$ cat src/rtl/param_acc_cpu.sv
// -----------------------------------------------------------------------------
// param_acc_cpu
//
// Parametrised accumulator CPU core: PC, IR, AC and a Z flag sequenced by a
// fetch/decode/execute FSM. Program and data share one memory that is reached
// through a req/ack handshake, so the memory may insert any number of wait
// states. Execution begins at address 0 when start is seen high in IDLE and
// stops in HALT. Leaving HALT requires start to go low, and a new run then
// needs start high again.
//
// Memory handshake (applies to every request):
//   mem_req is high for as long as the FSM sits in FETCH, MEMRD or MEMWR.
//   mem_we, mem_addr and mem_wdata come from registered state only, so they
//   hold steady from the first request cycle through the ack cycle.
//   mem_ack is a one-cycle strobe. It completes the request at the rising
//   edge where it is sampled high, and mem_rdata is taken in that same cycle.
//   An ack that arrives while mem_req is low is ignored. There is no timeout.
//
// Ports:
//   clk, rst_n           clock; synchronous active-low reset
//   start                level; memory loaded, begin execution at address 0
//   mem_req/mem_we       memory request and direction (1 = write)
//   mem_addr/mem_wdata   request address and write data (AC)
//   mem_rdata/mem_ack    read data and completion strobe
//   halted               high in HALT
//   pc_out/ac_out/z_flag architectural state
//   dbgState             current FSM state, for debug and checkers
// -----------------------------------------------------------------------------
module param_acc_cpu #(
   parameter int DATA_W = 16,
   parameter int ADDR_W = 12,
   parameter int OPC_W  = 4
) (
   input  logic              clk,
   input  logic              rst_n,
   input  logic              start,
   output logic              mem_req,
   output logic              mem_we,
   output logic [ADDR_W-1:0] mem_addr,
   output logic [DATA_W-1:0] mem_wdata,
   input  logic [DATA_W-1:0] mem_rdata,
   input  logic              mem_ack,
   output logic              halted,
   output logic [ADDR_W-1:0] pc_out,
   output logic [DATA_W-1:0] ac_out,
   output logic              z_flag,
   output logic [2:0]        dbgState
);

   typedef enum logic [2:0] {
      IDLE   = 3'd0,
      FETCH  = 3'd1,
      DECODE = 3'd2,
      MEMRD  = 3'd3,
      MEMWR  = 3'd4,
      HALT   = 3'd5
   } cpuState_t;

   localparam logic [OPC_W-1:0] OP_NOP  = OPC_W'(0);
   localparam logic [OPC_W-1:0] OP_LDA  = OPC_W'(1);
   localparam logic [OPC_W-1:0] OP_STA  = OPC_W'(2);
   localparam logic [OPC_W-1:0] OP_ADD  = OPC_W'(3);
   localparam logic [OPC_W-1:0] OP_SUB  = OPC_W'(4);
   localparam logic [OPC_W-1:0] OP_AND  = OPC_W'(5);
   localparam logic [OPC_W-1:0] OP_JMP  = OPC_W'(6);
   localparam logic [OPC_W-1:0] OP_JZ   = OPC_W'(7);
   localparam logic [OPC_W-1:0] OP_INC  = OPC_W'(8);
   localparam logic [OPC_W-1:0] OP_CLR  = OPC_W'(9);
   localparam logic [OPC_W-1:0] OP_HALT = OPC_W'(15);

   cpuState_t         state, stateNext;
   logic [ADDR_W-1:0] pc, pcNext;
   logic [DATA_W-1:0] ir, irNext;
   logic [DATA_W-1:0] ac, acNext;
   logic              z, zNext;

   logic [OPC_W-1:0]  opcode;
   logic [ADDR_W-1:0] opAddr;
   logic [DATA_W-1:0] aluResult;
   logic [DATA_W-1:0] incResult;

   assign opcode    = ir[DATA_W-1 -: OPC_W];
   assign opAddr    = ir[ADDR_W-1:0];
   assign incResult = ac + DATA_W'(1);

   // Memory-operand ALU. It is only consumed in MEMRD, where the opcode is
   // one of LDA/ADD/SUB/AND.
   always_comb begin
      aluResult = mem_rdata;
      case (opcode)
         OP_LDA:  aluResult = mem_rdata;
         OP_ADD:  aluResult = ac + mem_rdata;
         OP_SUB:  aluResult = ac - mem_rdata;
         OP_AND:  aluResult = ac & mem_rdata;
         default: aluResult = mem_rdata;
      endcase
   end

   // State and architectural registers.
   always_ff @(posedge clk) begin
      if (!rst_n) begin
         state <= IDLE;
         pc    <= '0;
         ir    <= '0;
         ac    <= '0;
         z     <= 1'b0;
      end else begin
         state <= stateNext;
         pc    <= pcNext;
         ir    <= irNext;
         ac    <= acNext;
         z     <= zNext;
      end
   end

   // Next-state, datapath updates and bus outputs.
   always_comb begin
      stateNext = state;
      pcNext    = pc;
      irNext    = ir;
      acNext    = ac;
      zNext     = z;
      mem_req   = 1'b0;
      mem_we    = 1'b0;
      mem_addr  = pc;
      mem_wdata = ac;
      halted    = 1'b0;

      case (state)
         IDLE: begin
            if (start) begin
               pcNext    = '0;
               stateNext = FETCH;
            end
         end

         FETCH: begin
            mem_req = 1'b1;
            if (mem_ack) begin
               irNext    = mem_rdata;
               pcNext    = pc + ADDR_W'(1);
               stateNext = DECODE;
            end
         end

         DECODE: begin
            // Register-only instructions finish here. Everything else either
            // moves on to a memory state or stops.
            stateNext = FETCH;
            case (opcode)
               OP_LDA, OP_ADD, OP_SUB, OP_AND: stateNext = MEMRD;
               OP_STA:  stateNext = MEMWR;
               OP_JMP:  pcNext = opAddr;
               OP_JZ: begin
                  if (z) pcNext = opAddr;
               end
               OP_INC: begin
                  acNext = incResult;
                  zNext  = (incResult == '0);
               end
               OP_CLR: begin
                  acNext = '0;
                  zNext  = 1'b1;
               end
               OP_HALT: stateNext = HALT;
               OP_NOP:  stateNext = FETCH;
               default: stateNext = FETCH;  // unassigned opcodes behave as NOP
            endcase
         end

         MEMRD: begin
            mem_req  = 1'b1;
            mem_addr = opAddr;
            if (mem_ack) begin
               acNext    = aluResult;
               zNext     = (aluResult == '0);
               stateNext = FETCH;
            end
         end

         MEMWR: begin
            mem_req  = 1'b1;
            mem_we   = 1'b1;
            mem_addr = opAddr;
            if (mem_ack) stateNext = FETCH;
         end

         HALT: begin
            halted = 1'b1;
            if (!start) stateNext = IDLE;
         end

         default: stateNext = IDLE;
      endcase
   end

   assign pc_out   = pc;
   assign ac_out   = ac;
   assign z_flag   = z;
   assign dbgState = state;

endmodule

$ cat config.mk
export PLATFORM = sky130hd
export DESIGN_NAME = param_acc_cpu
export DESIGN_NICKNAME = d
export VERILOG_FILES = /design/src/rtl/param_acc_cpu.sv
export SDC_FILE = /design/constraint.sdc
export NUM_CORES = 1
export LEC_CHECK = 0
export ABC_AREA = 1
export ABC_CLOCK_PERIOD_IN_PS = 8400
export BUFFER_PORTS_ARGS = -buffer_cell sky130_fd_sc_hd__clkbuf_2
export CAP_MARGIN = 30
export CORE_MARGIN = 2
export CORE_UTILIZATION = 32
export DETAILED_ROUTE_END_ITERATION = 16
export PLACE_DENSITY = 0.56
export SYNTH_ARGS = -nofsm -noshare
export SYNTH_HDL_FRONTEND = slang
export SYNTH_SLANG_ARGS = --single-unit
$ cat constraint.sdc
create_clock -name clk -period 8.4 [get_ports clk]
set_input_delay 0.42 -clock clk [delete_from_list [all_inputs] [get_ports clk]]
set_output_delay 0.42 -clock clk [all_outputs]
set_load 0.02 [all_outputs]
# Word level (Yosys, flattened, before mapping)
# Cells that the tools add are included.
[classes]
n_mux = 22
n_bitwise = 1
addsub = 4
reduce_logical = 12
eq_ne = 23
[op_table]
columns = ["operator", "n"]
rows = [
  ["16-bit one-hot mux with 2 select lines", 2],
  ["12-bit two-way mux", 4],
  ["16-bit one-hot mux with 3 select lines", 1],
  ["12-bit one-hot mux with 3 select lines", 1],
  ["16-bit zero test", 2],
  ["12-bit one-hot mux with 2 select lines", 1],
  ["16-bit by 1-bit adder with 16-bit output (second input constant)", 1],
  ["16-bit adder", 1],
  ["16-bit AND", 1],
  ["4-bit by 3-bit equality test with 1-bit output (second input constant)", 4],
  ["16-bit two-way mux", 1],
  ["16-bit subtractor", 1],
  ["3-bit one-hot mux with 5 select lines", 1],
  ["12-bit by 1-bit adder with 12-bit output (second input constant)", 1],
  ["4-bit equality test (second input constant)", 3],
  ["3-bit two-way mux", 4],
  ["3-bit one-hot mux with 3 select lines", 1],
  ["4-bit by 2-bit equality test with 1-bit output (second input constant)", 2],
  ["2-bit != test (second input constant)", 4],
  ["3-bit by 2-bit equality test with 1-bit output (second input constant)", 2],
  ["3-bit equality test (second input constant)", 2],
  ["5-bit AND reduction", 1],
  ["4-bit by 1-bit equality test with 1-bit output (second input constant)", 1],
  ["1-bit two-way mux", 4],
  ["15 further kinds", 16],
]
[word_totals]
inputBits = 20
out_inout_bits = 63
regBits = 48

# Depth between registers and ports, before layout
[logic_depth]
ltp_word = 5
mapped_depth = 24
depth_no_buf = 24

# Worst setup path after synthesis
# Ideal clock, no wire load.
[synth_timing]
kind = "input -> register"
startpoint = "input mem_rdata[1]"
endpoint = "register z, in the netlist z_flag"
arrival_ps = 2815
path_stages = 23
setup_time_ps = 70
required_time_ps = 8330
setup_slack_ps = 5515
n_path_buf = 0
cell_sequence = "inv_1 -> ha_1 -> inv_1 -> nor3_1 -> nand3_1 -> nor3_1 -> a31oi_1 -> nor2_1 -> xor2_1 -> ha_1 -> nand2_1 -> inv_1 -> nand2_1 -> nand2_1 -> a21oi_1 -> nand3_1 -> nand3_1 -> nand2_1 -> nor2_1 -> nand2_1 -> nor2_1 -> nand3_1 -> a21oi_1"
[synth_between]
elab_chain_len = 5
word_cells_on_any_way = 7
classes_between = "add/sub: 2; mux: 3; bitwise: 1; reduce/logical: 1"
[synth_rtl]
columns = ["element", "line", "text"]
rows = [
  ["from (decl)", "41", "input logic [DATA_W-1:0] mem_rdata,"],
  ["16-bit subtractor (tied with other cells)", "93", "OP_SUB: aluResult = ac - mem_rdata;"],
  ["16-bit one-hot mux with 3 select lines (*)", "90", "case (opcode)"],
  ["16-bit zero test (*)", "176", "zNext = (aluResult == '0);"],
  ["1-bit two-way mux (*)", "174", "if (mem_ack) begin"],
  ["1-bit one-hot mux with 2 select lines (*)", "129", "case (state)"],
  ["to (signal assigned)", "112", "z <= zNext;"],
  ["to (decl)", "75", "logic z, zNext;"],
]
# Every way passes the cells marked *; elsewhere a longest branch is shown, timed or not. The select of a mux whose other input is x is not followed.
# A chain may end at the register's enable or synchronous reset.

# Worst setup path in the final report
[layout_timing]
startpoint = "input mem_rdata[0]"
endpoint = "register z, in the netlist z_flag"
# The elaborated chain is that of the path after synthesis.

==> flow_summary.toml <==
[critical_path]
critPathKind = "primary input to flop"
end_kind = "flop"
worst_r2r_startpoint = "ir[15]$_SDFFE_PN0P_"
cp-startpoint = "mem_rdata[0]"
worstPathRequired_ps = 8630
path_max_fanout = 5
start_kind = "primary input"
rr_worst_depth = 17
reg2reg_setup_slack_ps = 5220
cp.arrival_ps = 3500
crit_path_end = "z_flag$_SDFFE_PN0P_"
r2r_end = "z_flag$_SDFFE_PN0P_"

[timing]
max_slew_margin_pct = 41.4
min_period_ps = 3270
fin_skew_ps = 7.47
timing.final.crit_share_pct = 39.0
grt_setup_unrepaired = "false"
final-max-slew-violation-count = 0
worst_hold_slack_ps = 434
finalSetupViolCount = 0
setup_ws_ps = 5130
clock.fmax_mhz = 306
tightest_slew_ps = 878
hold_violations = 0
fin_setup_tns_ps = 0

[clock_network]
cts_tree = "done"
clk_pin_slew_worst_paths_ps = 70
cts_setup_buffers = 0
cts_resized = 0
cts_max_level = 2
hold_buffers = 0
clk_latency_ps = 300
cts_buffer_depth = 2
cts_sinks = 48
cts_buffers = 5
ctsRootBufferMaster = "clkbuf_16"

[die]
dieHeight_um = 124
core_area_mm2 = 0.0140
start_util_pct = 33.0
die_area_mm2 = 0.0154
die_w_um = 124
core.rowCount = 43
ioPinCount = 83

[place]
place.gp.congestion = 0.916
port_buffers = 82
place_ws_ps = 4840
dp_cells = 1023
hpwlAfterDp_um = 12100

[route]
post_drt_via_cell_ratio = 5.03
vias = 5187
initialDrtViolationCount = 444
drc_errors = 0
ant_nets = 0
first_pass_iters = 5
wl_um = 15600
wire_per_inst_um = 15.1

[yosys]
synth_top_area_share_pct = 20.8
synth_cells = 793
syn-num-nets = 833
ys_seq_area_share_pct = 20.8
ys.warnings.count = 0
synth_area_leaders = "dfxtp_1, nand2_1, inv_1"
netlist_area_mm2 = 0.00462
synth_largest_area_cell = "dfxtp_1"
syn_avg_cell_area_um2 = 5.83
ys_ff_latch = 48
synthDistinctLibCells = 40

[outcome]
outcome = "finished, final reports clean"

[power_and_ir_drop]
ir_drop_v = 0.000165
power.density_mw_per_mm2 = 295
power.leakage_nw = 2.62

[global_routing]
grt_usage_pct = 20.2
grt_pass1_vias = 4516
antenna_found_initial = 0
grt_pass1_wl_um = 24000
grt_max_degree = 48
grt_overflow = 0

[finish]
area_delta_synth_final_pct = 14.3
diodes = 0
drive_gt1_share_pct = 14.3
finalNonFillerCells = 1031
num-nets-final = 890

[flow_run]
drv_cap = 0

[hold_path]
hp-class = "primary input to flop"
==> cells in the final DEF, fill, tap and decap left out, drive strengths merged, types with 2 or more instances in the layout <==
cell / instances
nand2: 216
inv: 115
clkbuf: 87
o21ai: 83
nor2: 74
nand3: 62
a21oi: 60
dfxtp: 48
a31oi: 20
xor2: 19
ha: 19
nor3: 12
nand4: 9
nand3b: 6
bufinv: 3
buf: 3
or2: 2
o21bai: 2
==> final cells by class <==
class                   instances  area, um^2
clock buffers                   5         125
flip-flops and latches         48         961
fillers                      1589        8710
well taps                     180         225
clock inverters                 3        90.1
multi-input cells             595        3010
repair buffers                 85         437
inverters                     115         434
==> worst min-delay path by stage <==
stage                                  start                      to  slack [ps]  cells past startpoint
after global placement    ir[4]$_SDFFE_PN0P_  pc_out[4]$_SDFFE_PN0P_         480                      2
after CTS                       mem_rdata[1]      ir[1]$_SDFFE_PN0P_         430                      3
final                           mem_rdata[1]      ir[1]$_SDFFE_PN0P_         430                      3
after floorplan           ir[4]$_SDFFE_PN0P_  pc_out[4]$_SDFFE_PN0P_         450                      2
after global routing            mem_rdata[1]      ir[1]$_SDFFE_PN0P_         440                      3
after detailed placement  ir[4]$_SDFFE_PN0P_  pc_out[4]$_SDFFE_PN0P_         480                      2
==> per-layer routing <==
metal | GRT usage [%] | part of all wire [%]
met1 | 29.0 | 49
met2 | 31.9 | 45
met3 | 2.52 | 4.7
met4 | 5.13 | 1.9
met5 | 0 | 0
==> logic make-up after synthesis <==
| family | synth area share, % |
|---|---|
| compound gates | 20.1 |
| xor+xnor | 3.79 |
| fa+ha+maj | 5.58 |
| buf+inv | 14.1 |
| flops | 20.8 |
| simple gates | 35.6 |
==> sequential cells by signal, indices dropped and copies added, names as in the netlist <==
| signal | count |
|---|---|
| pc_out | 12 |
| ir | 16 |
| ac_out | 16 |
| z_flag | 1 |
| dbgState | 3 |
==> synth_stat cells, drive strengths merged <==
cell,n
nor2,74
o211ai,1
a221oi,1
o22ai,1
inv,115
xor2,19
o31ai,1
nand4,9
a31oi,20
xnor2,1
or2,2
a21o,1
dfxtp,48
clkbuf,9
nand3b,6
a32oi,1
o21bai,2
o21ai,83
a21oi,60
ha,19
a311oi,1
nor3,12
nand2,216
buf,26
o21a,1
or3,1
nand3,62
fa,1
==> stage by stage <==
step           util (%)  cell area [um^2]  power, mW
3_3_place_gp       36.1              5050       1.26
6_report           37.8              5280       1.56
2_1_floorplan         -              4620       1.02
3_5_place_dp       36.2              5070       1.26
5_1_grt            37.8              5280       1.70
4_1_cts            37.8              5280       1.56
==> power by group <==
part           internal [mW]  switching [mW]
combinational          0.268           0.594
sequential             0.295           0.104
clock                  0.201          0.0958
total                  0.763           0.794
==> worst max-delay path, stage by stage <==
cell,delay [ps]
clkbuf_2,130
inv_1,90
ha_1,140
inv_1,50
nor3_1,230
nand3_1,160
nor3_1,210
a31oi_1,190
a21oi_1,190
xor2_1,160
ha_1,290
a21oi_1,210
o21a_1,150
nand2_1,50
a21oi_1,260
nand3_1,110
nand3_1,90
nand2_1,80
nor2_1,90
nand3_1,80
a21oi_1,120
(Power assumes the default switching activity.)
